## src/rtl/ptcalc_ch_scheduler_pkg.sv

```systemverilog
// ptcalc_ch_scheduler_pkg: shared sizes and the PL2MTC grant bundle
package ptcalc_ch_scheduler_pkg;
    localparam int MTC_PER_BCID = 3;
    localparam int TOTAL_PTCALC_BLKS = 3;
    localparam int PL2MTC_PROCESS_CH_LEN = 2;
    typedef struct packed {
        logic valid;
        logic busy;
        logic [PL2MTC_PROCESS_CH_LEN-1:0] ch;
    } pl2mtc_grant_t;
endpackage

```

## src/rtl/ptcalc_blk_tracker.sv

```systemverilog
// ptcalc_blk_tracker: busy flag and watchdog timer for one ptcalc block
module ptcalc_blk_tracker
    import ptcalc_ch_scheduler_pkg::*;
#(
    parameter int TIMEOUT = 64
) (
    input  logic clock,
    input  logic rst,
    input  logic grant,
    input  logic done,
    output logic busy,
    output logic timeout_pulse,
    output logic spurious
);
    localparam int TMR_W = TIMEOUT > 1 ? $clog2(TIMEOUT) : 1;
    logic [TMR_W-1:0] timer;
    // a done on the expiry cycle suppresses the timeout
    assign timeout_pulse = busy && !done && TIMEOUT != 0 && timer == TMR_W'(TIMEOUT - 1);
    assign spurious = done && !busy;
    always_ff @(posedge clock) begin
        if (rst) begin
            busy <= 1'b0;
            timer <= '0;
        end else if (grant) begin
            busy <= 1'b1;
            timer <= '0;
        end else if (busy && (done || timeout_pulse)) begin
            busy <= 1'b0;
            timer <= '0;
        end else if (busy) begin
            timer <= timer + 1'b1;
        end
    end
endmodule

```

## src/rtl/ptcalc_ch_scheduler.sv

```systemverilog
// ptcalc_ch_scheduler: round-robin assignment of free ptcalc blocks to sector-logic candidates
module ptcalc_ch_scheduler
    import ptcalc_ch_scheduler_pkg::*;
#(
    parameter int N_SLC = MTC_PER_BCID,
    parameter int N_BLK = TOTAL_PTCALC_BLKS,
    parameter int CH_W = PL2MTC_PROCESS_CH_LEN,
    parameter int TIMEOUT = 64,
    parameter int CNT_W = 16
) (
    input  logic                  clock,
    input  logic                  rst,
    input  logic                  enable,
    input  logic [N_SLC-1:0]      slc_valid,
    input  logic [N_BLK-1:0]      ptcalc_done,
    output logic [N_SLC-1:0]      grant_valid,
    output logic [N_SLC-1:0]      grant_busy,
    output logic [N_SLC*CH_W-1:0] grant_ch,
    output logic [N_BLK-1:0]      blk_busy,
    output logic [CNT_W-1:0]      drop_cnt,
    output logic [CNT_W-1:0]      timeout_cnt,
    output logic                  spurious_done
);
    logic [N_BLK-1:0] taken, spur, tmo;
    logic [N_SLC-1:0] g_busy;
    logic [N_SLC*CH_W-1:0] g_ch;
    logic [CH_W-1:0] rr_ptr, last, j;
    logic [CH_W:0] jj;
    logic [CNT_W-1:0] drops, tmos;
    logic [CNT_W:0] drop_sum, tmo_sum;
    logic hit;
    // each slot scans from rr_ptr, skipping blocks already taken this cycle
    always_comb begin
        taken = '0;
        g_busy = '0;
        g_ch = '0;
        drops = '0;
        last = rr_ptr;
        j = '0;
        jj = '0;
        hit = 1'b0;
        for (int i = 0; i < N_SLC; i++) begin
            hit = 1'b0;
            for (int k = 0; k < N_BLK; k++) begin
                jj = {1'b0, rr_ptr} + (CH_W+1)'(k);
                jj = jj >= (CH_W+1)'(N_BLK) ? jj - (CH_W+1)'(N_BLK) : jj;
                j = jj[CH_W-1:0];
                if (!hit && enable && slc_valid[i] && !blk_busy[j] && !taken[j]) begin
                    hit = 1'b1;
                    taken[j] = 1'b1;
                    g_ch[i*CH_W +: CH_W] = j;
                    last = j;
                end
            end
            g_busy[i] = hit;
            drops = slc_valid[i] && !hit ? drops + CNT_W'(1) : drops;
        end
    end
    always_comb begin
        tmos = '0;
        for (int i = 0; i < N_BLK; i++) tmos = tmos + CNT_W'(tmo[i]);
    end
    assign drop_sum = {1'b0, drop_cnt} + {1'b0, drops};
    assign tmo_sum = {1'b0, timeout_cnt} + {1'b0, tmos};
    for (genvar b = 0; b < N_BLK; b++) begin : g_trk
        ptcalc_blk_tracker #(.TIMEOUT(TIMEOUT)) u_trk (
            .clock(clock),
            .rst(rst),
            .grant(taken[b]),
            .done(ptcalc_done[b]),
            .busy(blk_busy[b]),
            .timeout_pulse(tmo[b]),
            .spurious(spur[b])
        );
    end
    always_ff @(posedge clock) begin
        if (rst) begin
            grant_valid <= '0;
            grant_busy <= '0;
            grant_ch <= '0;
            rr_ptr <= '0;
            drop_cnt <= '0;
            timeout_cnt <= '0;
            spurious_done <= 1'b0;
        end else begin
            grant_valid <= slc_valid;
            grant_busy <= g_busy;
            grant_ch <= g_ch;
            rr_ptr <= |taken ? (last == CH_W'(N_BLK - 1) ? '0 : last + 1'b1) : rr_ptr;
            drop_cnt <= drop_sum[CNT_W] ? '1 : drop_sum[CNT_W-1:0];
            timeout_cnt <= tmo_sum[CNT_W] ? '1 : tmo_sum[CNT_W-1:0];
            spurious_done <= |spur;
        end
    end
endmodule

```

## config.mk

```make
export PLATFORM = sky130hd
export DESIGN_NAME = ptcalc_ch_scheduler
export DESIGN_NICKNAME = d
export VERILOG_FILES = /design/src/rtl/ptcalc_ch_scheduler_pkg.sv /design/src/rtl/ptcalc_blk_tracker.sv /design/src/rtl/ptcalc_ch_scheduler.sv
export SDC_FILE = /design/constraint.sdc
export NUM_CORES = 1
export LEC_CHECK = 0
export ABC_AREA = 1
export CORE_ASPECT_RATIO = 0.5
export CORE_UTILIZATION = 59
export DETAILED_ROUTE_END_ITERATION = 10
export PLACE_DENSITY = 0.92
export SLEW_MARGIN = 20
export SYNTH_ARGS = -nofsm -noshare
export SYNTH_HDL_FRONTEND = slang
export SYNTH_SLANG_ARGS = --single-unit
export TNS_END_PERCENT = 5
```

## constraint.sdc

```tcl
create_clock -name clock -period 9.72 [get_ports clock]
set_input_delay 1.944 -clock clock [delete_from_list [all_inputs] [get_ports clock]]
set_output_delay 1.944 -clock clock [all_outputs]
set_load 0.01 [all_outputs]
```

### After elaboration in Yosys (flattened, before gate mapping)

Cells that the tools add are included.
Widths: inputs -> output; s select.

| storage, ports and cells | value |
|---|---|
| register bits after elaboration | 68 |
| bits of input ports | 9 |
| logic and storage cells | 219 |

| cells by class | value |
|---|---|
| $add $sub $neg | 15 |
| magnitude comparators | 9 |
| equality and inequality tests | 4 |
| mux-type cells | 81 |
| bitwise logic cells | 8 |
| reduce and logical (&&, ||, !) cells | 89 |

Operators with widths:

| kind | count |
|---|---|
| $logic_and 1x1->1 | 51 |
| $mux 2 | 23 |
| $add 16x3->17 | 2 |
| $mux 16 | 2 |
| $mux 1 | 31 |
| $mux 3 | 10 |
| $logic_not 1->1 | 27 |
| $bmux 1 s2 | 12 |
| $or 3x3->3 | 8 |
| $add 6x1->6 const B | 3 |
| $eq 6x6->1 const B | 3 |
| $reduce_or 3->1 | 5 |
| $lt 2x3->1 const B | 3 |
| $add 2x1->3 const B | 2 |
| $demux 1 s2 | 3 |
| $ge 2x1->1 const B | 3 |
| $ge 3x2->1 const B | 2 |
| $reduce_bool 2->1 | 3 |
| $sub 2x2->2 const B | 3 |
| $add 2x1->3 | 1 |
| $add 2x2->3 const B | 1 |
| $logic_or 1x1->1 | 3 |
| $add 1x1->2 | 1 |
| $add 1x1->2 const B | 1 |
| other kinds (3) | 3 |

### Longest topological paths before layout

| logic depth | value |
|---|---|
| depth in word-level cells | 59 |
| mapped depth | 49 |
| mapped depth without buffers | 48 |

### Modules after synthesis

Synthesis repeated with hierarchy kept, for this count alone.

| second synthesis, totals | value |
|---|---|
| cell total of the unflattened synthesis | 605 |
| area, all modules | 4205.3 µm² |

Modules (own cells, without submodules):

| module | instances | cells each | area an instance (µm²) | sequential area each (µm²) |
|---|---|---|---|---|
| ptcalc_ch_scheduler | 1 | 461 | 3124.2 | 940.9 |
| ptcalc_blk_tracker | 3 | 48 | 360.3 | 140.1 |

### Least setup slack after synthesis

OpenSTA, ideal clock, no wires.

| timing path | value |
|---|---|
| path type | input to register |
| from | input port slc_valid[0] |
| to | register drop_cnt[14] |
| library setup time | 0.115 ns |
| arrival | 5.825 ns |
| required time | 9.605 ns |
| slack | 3.780 ns |
| cell stages on the path | 38 |
| path buffers | 0 |
| cells stage by stage | nand2_1 > inv_1 > nand2_2 > clkinv_1 > nand4_1 > nand2_1 > nand2_1 > nand3_1 > nand2_1 > nand2_1 > nand4_1 > nand3_1 > nand2_2 > nand3_1 > nand3_1 > nand2_2 > nand2_2 > nand3_2 > [... 2 more ...] > nand3_1 > nand2_2 > nand2_1 > nand2_1 > nor2_1 > inv_1 > o21ai_1 > fa_1 > a21oi_1 > nor3_1 > nand3_1 > nor2_1 > inv_1 > nor2_1 > nand3_1 > and2_1 > o21ai_0 > inv_1 |

| on the way | value |
|---|---|
| word-level cells in the longest chain between the ends | 55 |

Ends and longest elaborated chain:

| item | line | source |
|---|---|---|
| start: declaration | ptcalc_ch_scheduler.sv:14 | `input logic [N_SLC-1:0] slc_valid,` |
| branches (longest 52 deep; another with $mux 3) | n/a |  |
| $mux 3 * | ptcalc_ch_scheduler.sv:56 | `drops = slc_valid[i] && !hit ? drops + CNT_W'(1) : drops;` |
| $add 16x3->17 * | ptcalc_ch_scheduler.sv:63 | `assign drop_sum = {1'b0, drop_cnt} + {1'b0, drops};` |
| $mux 16 * | ptcalc_ch_scheduler.sv:90 | `drop_cnt <= drop_sum[CNT_W] ? '1 : drop_sum[CNT_W-1:0];` |
| end signal: assignment | ptcalc_ch_scheduler.sv:90 |  |
| end: declaration | ptcalc_ch_scheduler.sv:20 | `output logic [CNT_W-1:0] drop_cnt,` |

Mark *: on every way between the ends. The select of a mux whose other input is x is not followed.
A chain may end at the register's enable or synchronous reset.

### Worst setup path after layout

| timing path | value |
|---|---|
| from | input port enable |
| to | register drop_cnt[14] |

| on the way | value |
|---|---|
| word-level cells in the longest chain between the ends | 55 |

Ends and longest elaborated chain:

| item | line | source |
|---|---|---|
| start: declaration | ptcalc_ch_scheduler.sv:13 | `input logic enable,` |
| branches (longest 52 deep; another with $mux 3) | n/a |  |
| $mux 3 * | ptcalc_ch_scheduler.sv:56 |  |
| $add 16x3->17 * | ptcalc_ch_scheduler.sv:63 |  |
| $mux 16 * | ptcalc_ch_scheduler.sv:90 |  |

Marked as above.

==> results_dict.tcl <==
set metrics [dict create \
    grt_pass1_wl_um 16800 \
    hpwl_um 6990 \
    dp.cells 716 \
    post-route-util 0.786 \
    wl_per_cell_um 14.4 \
    async_flop_share 0 \
    clkPwrFrac 0.278 \
    grt_max_degree 33 \
    status "finished clean" \
    yosysUniqueCellTypes 46 \
    p_int_mw 0.741 \
    syn_inst 584 \
    synth_ff_type "dfxtp_1" \
    synth_area_leaders "dfxtp_1 (34%), nand2_1 (10%), inv_1 (7.5%)" \
    final_antenna_net_count 0 \
    slowest_delay_ps 500 \
    drcViolationCount 0 \
    gp_congestion 0.924 \
    slowest_stage "clkdlybuf4s50_1" \
    fin_worst_skew_ps 5.06 \
    timing.slew.headroom 0.389 \
    worstPathRequired_ps 9950 \
    n_antenna_cell 0 \
    yosys.area.top_type "dfxtp_1" \
    leakage_nw 2.30 \
    clkTransAtPathRegs_ps 60 \
    cts_tree "done" \
    cts_setup_buffers 0 \
    seq_area_um2 1360 \
    synth.most_common_cell "nand2_1" \
    critical_path_class "input port to flip-flop" \
    power_switching_share 0.420 \
    ys_seq_area_frac 0.335 \
    critPathCaptureType "flip-flop" \
    clkLatencyLatePin_ps 340 \
    drt_iter0_markers 418 \
    clk_path_buf_depth 2 \
    hold_class "flip-flop to flip-flop" \
    syn_nets 610 \
    via_per_inst 5.60 \
    cts_resized 0 \
    postCtsHoldBufs 0 \
    power_frac_seq 0.266 \
    setup_viol 0 \
    nets 665 \
    yosysTopAreaCellShare 0.335 \
    synth_edf_count 0 \
    port_buffers 56 \
    final_area_um2 4990 \
    p_comb_frac 0.456 \
    tightest_slew_ps 908 \
    cts_buffers 9 \
    die_x_um 119 \
    antenna_found_initial 0 \
    holdPathStages 2 \
    fin_crit_ps 7000 \
    multi_input_area_um2 2270 \
    place_area_um2 4670 \
    grt_pass1_vias 3696 \
    finalCritPeriodShare 0.720 \
    cts-root-buf "clkbuf_16" \
    core.rowCount 20 \
    crit_top_cell "nand3_1" \
    rsz0062_at_grt "false" \
    area_growth_pct 22.9 \
    dieHeight_um 60.7 \
    overflow 0 \
    peakVddDrop_mv 0.125 \
    nFillCells 421 \
    final_layout_size_suffix_gt1_frac 0.110 \
    drt-pass1-iter-count 6 \
    cp_num_cells 38 \
    ys_seq_elements 68 \
    hold_viol_final 0 \
    pwr_density_cell_nw_per_um2 256 \
    grt_usage 0.298 \
    cp_max_fo 5 \
    cts_htree_levels 3 \
    crit_path_start_kind "input port" \
    stdcell_count 732 \
    synth_common_cells "nand2_1 (108), inv_1 (81), nor2_1 (80)" \
    fmax_mhz 143 \
    synth_area_um2 4060 \
    wl_um 10500 \
    tns_ps 0 \
    crit_family "simple AND/OR/NAND/NOR gates" \
    slew_viol_final 0 \
    netSwitchingPower_mw 0.538 \
    ff2ff_path_depth 41 \
    clock-sinks 68 \
    cap_violations 0 \
    syn_avg_cell_area_um2 6.96 \
    worst-path-buf-inv 5 \
    vias 4097 \
    dieArea_um2 7240 \
    hold-worst-slack_ps 490 \
    initial_core_util 0.639 \
    core_region_area_um2 6360 \
    ys_warn_count 0 \
    cp.arrival_ps 7230 \
    io_pins 57 \
]
cells in the final DEF (no fill, tap or decap), types with 4 or more instances in the layout:
cell type | Yosys | layout
dfxtp_1 | 68 | 68
xnor2_1 | 13 | 13
o21ai_0 | 23 | 23
nand3_2 | 8 | 8
a21oi_1 | 24 | 24
inv_1 | 81 | 81
nand4_1 | 7 | 7
inv_2 | 11 | 11
nor3_1 | 9 | 9
nand2_1 | 108 | 108
nand2_2 | 17 | 17
ha_1 | 14 | 14
nor2_1 | 80 | 80
a31oi_1 | 10 | 10
o21ai_1 | 4 | 4
clkdlybuf4s50_1 | 0 | 56
nand3_1 | 38 | 38
xor2_1 | 12 | 12
clkbuf_16 | 0 | 9
nor2_2 | 4 | 4
layout make-up:
| cell class | instances | area share |
|---|---|---|
| Tap cell | 88 | 0.0220 |
| Clock buffer | 10 | 0.0478 |
| Inverter | 96 | 0.0726 |
| Sequential cell | 68 | 0.273 |
| Multi-Input combinational cell | 407 | 0.454 |
| Clock inverter | 6 | 0.0173 |
| Timing Repair Buffer | 57 | 0.114 |
per-layer routing:
| metal | global-route usage | share of wire |
|---|---|---|
| met1 | 0.343 | 0.43 |
| met5 | 0 | 0 |
| met2 | 0.530 | 0.47 |
| met4 | 0.161 | 0.029 |
| met3 | 0.0799 | 0.072 |
flip-flops by register name (all words and copies together) (netlist names), 2 cells and up:
name and cells:
timeout_cnt 16, grant_busy 3, rr_ptr 2, g_trk.u_trk.busy 3, grant_valid 3, g_trk.u_trk.timer 18
drop_cnt 16, grant_ch 6
worst reg2reg max path, delay by kind of cell, from the launching register on:
kind            cells  cell delay (ps)
simple gates       28             3430
buf+inv             6              670
flops               1              410
compound gates      5              870
fa+ha+maj           2              940
final timing paths:
kind | from | to | slack (ps)
max | enable | drop_cnt[14] | 2720
min | g_trk[2].u_trk.timer[1] | g_trk[2].u_trk.timer[1] | 490
max reg2reg | rr_ptr[0] | drop_cnt[14] | 3290
min reg2reg | g_trk[2].u_trk.timer[1] | g_trk[2].u_trk.timer[1] | 490
stage by stage:
step                power, mW  setup slack [ps]
global placement        0.881              2880
CTS                      1.26              2830
finish                   1.28              2720
global route             1.34              2100
floorplan               0.766              3780
detailed placement      0.892              2650
power groups by stage:
stage | clock network, mW | logic [mW] | registers [mW]
after floorplan | 0 | 0.423 | 0.343
after global placement | 0 | 0.538 | 0.343
after detailed placement | 0 | 0.547 | 0.345
after CTS | 0.355 | 0.570 | 0.339
after global routing | 0.366 | 0.637 | 0.342
final | 0.355 | 0.583 | 0.340
cell families after synthesis:
logic type,Yosys count,share of synthesized area
compound gates,76,0.113
xor+xnor,25,0.0539
fa+ha+maj,17,0.0579
buf+inv,109,0.107
flops,68,0.335
simple gates,289,0.333
Note: power is estimated with default switching activity, not from simulation.
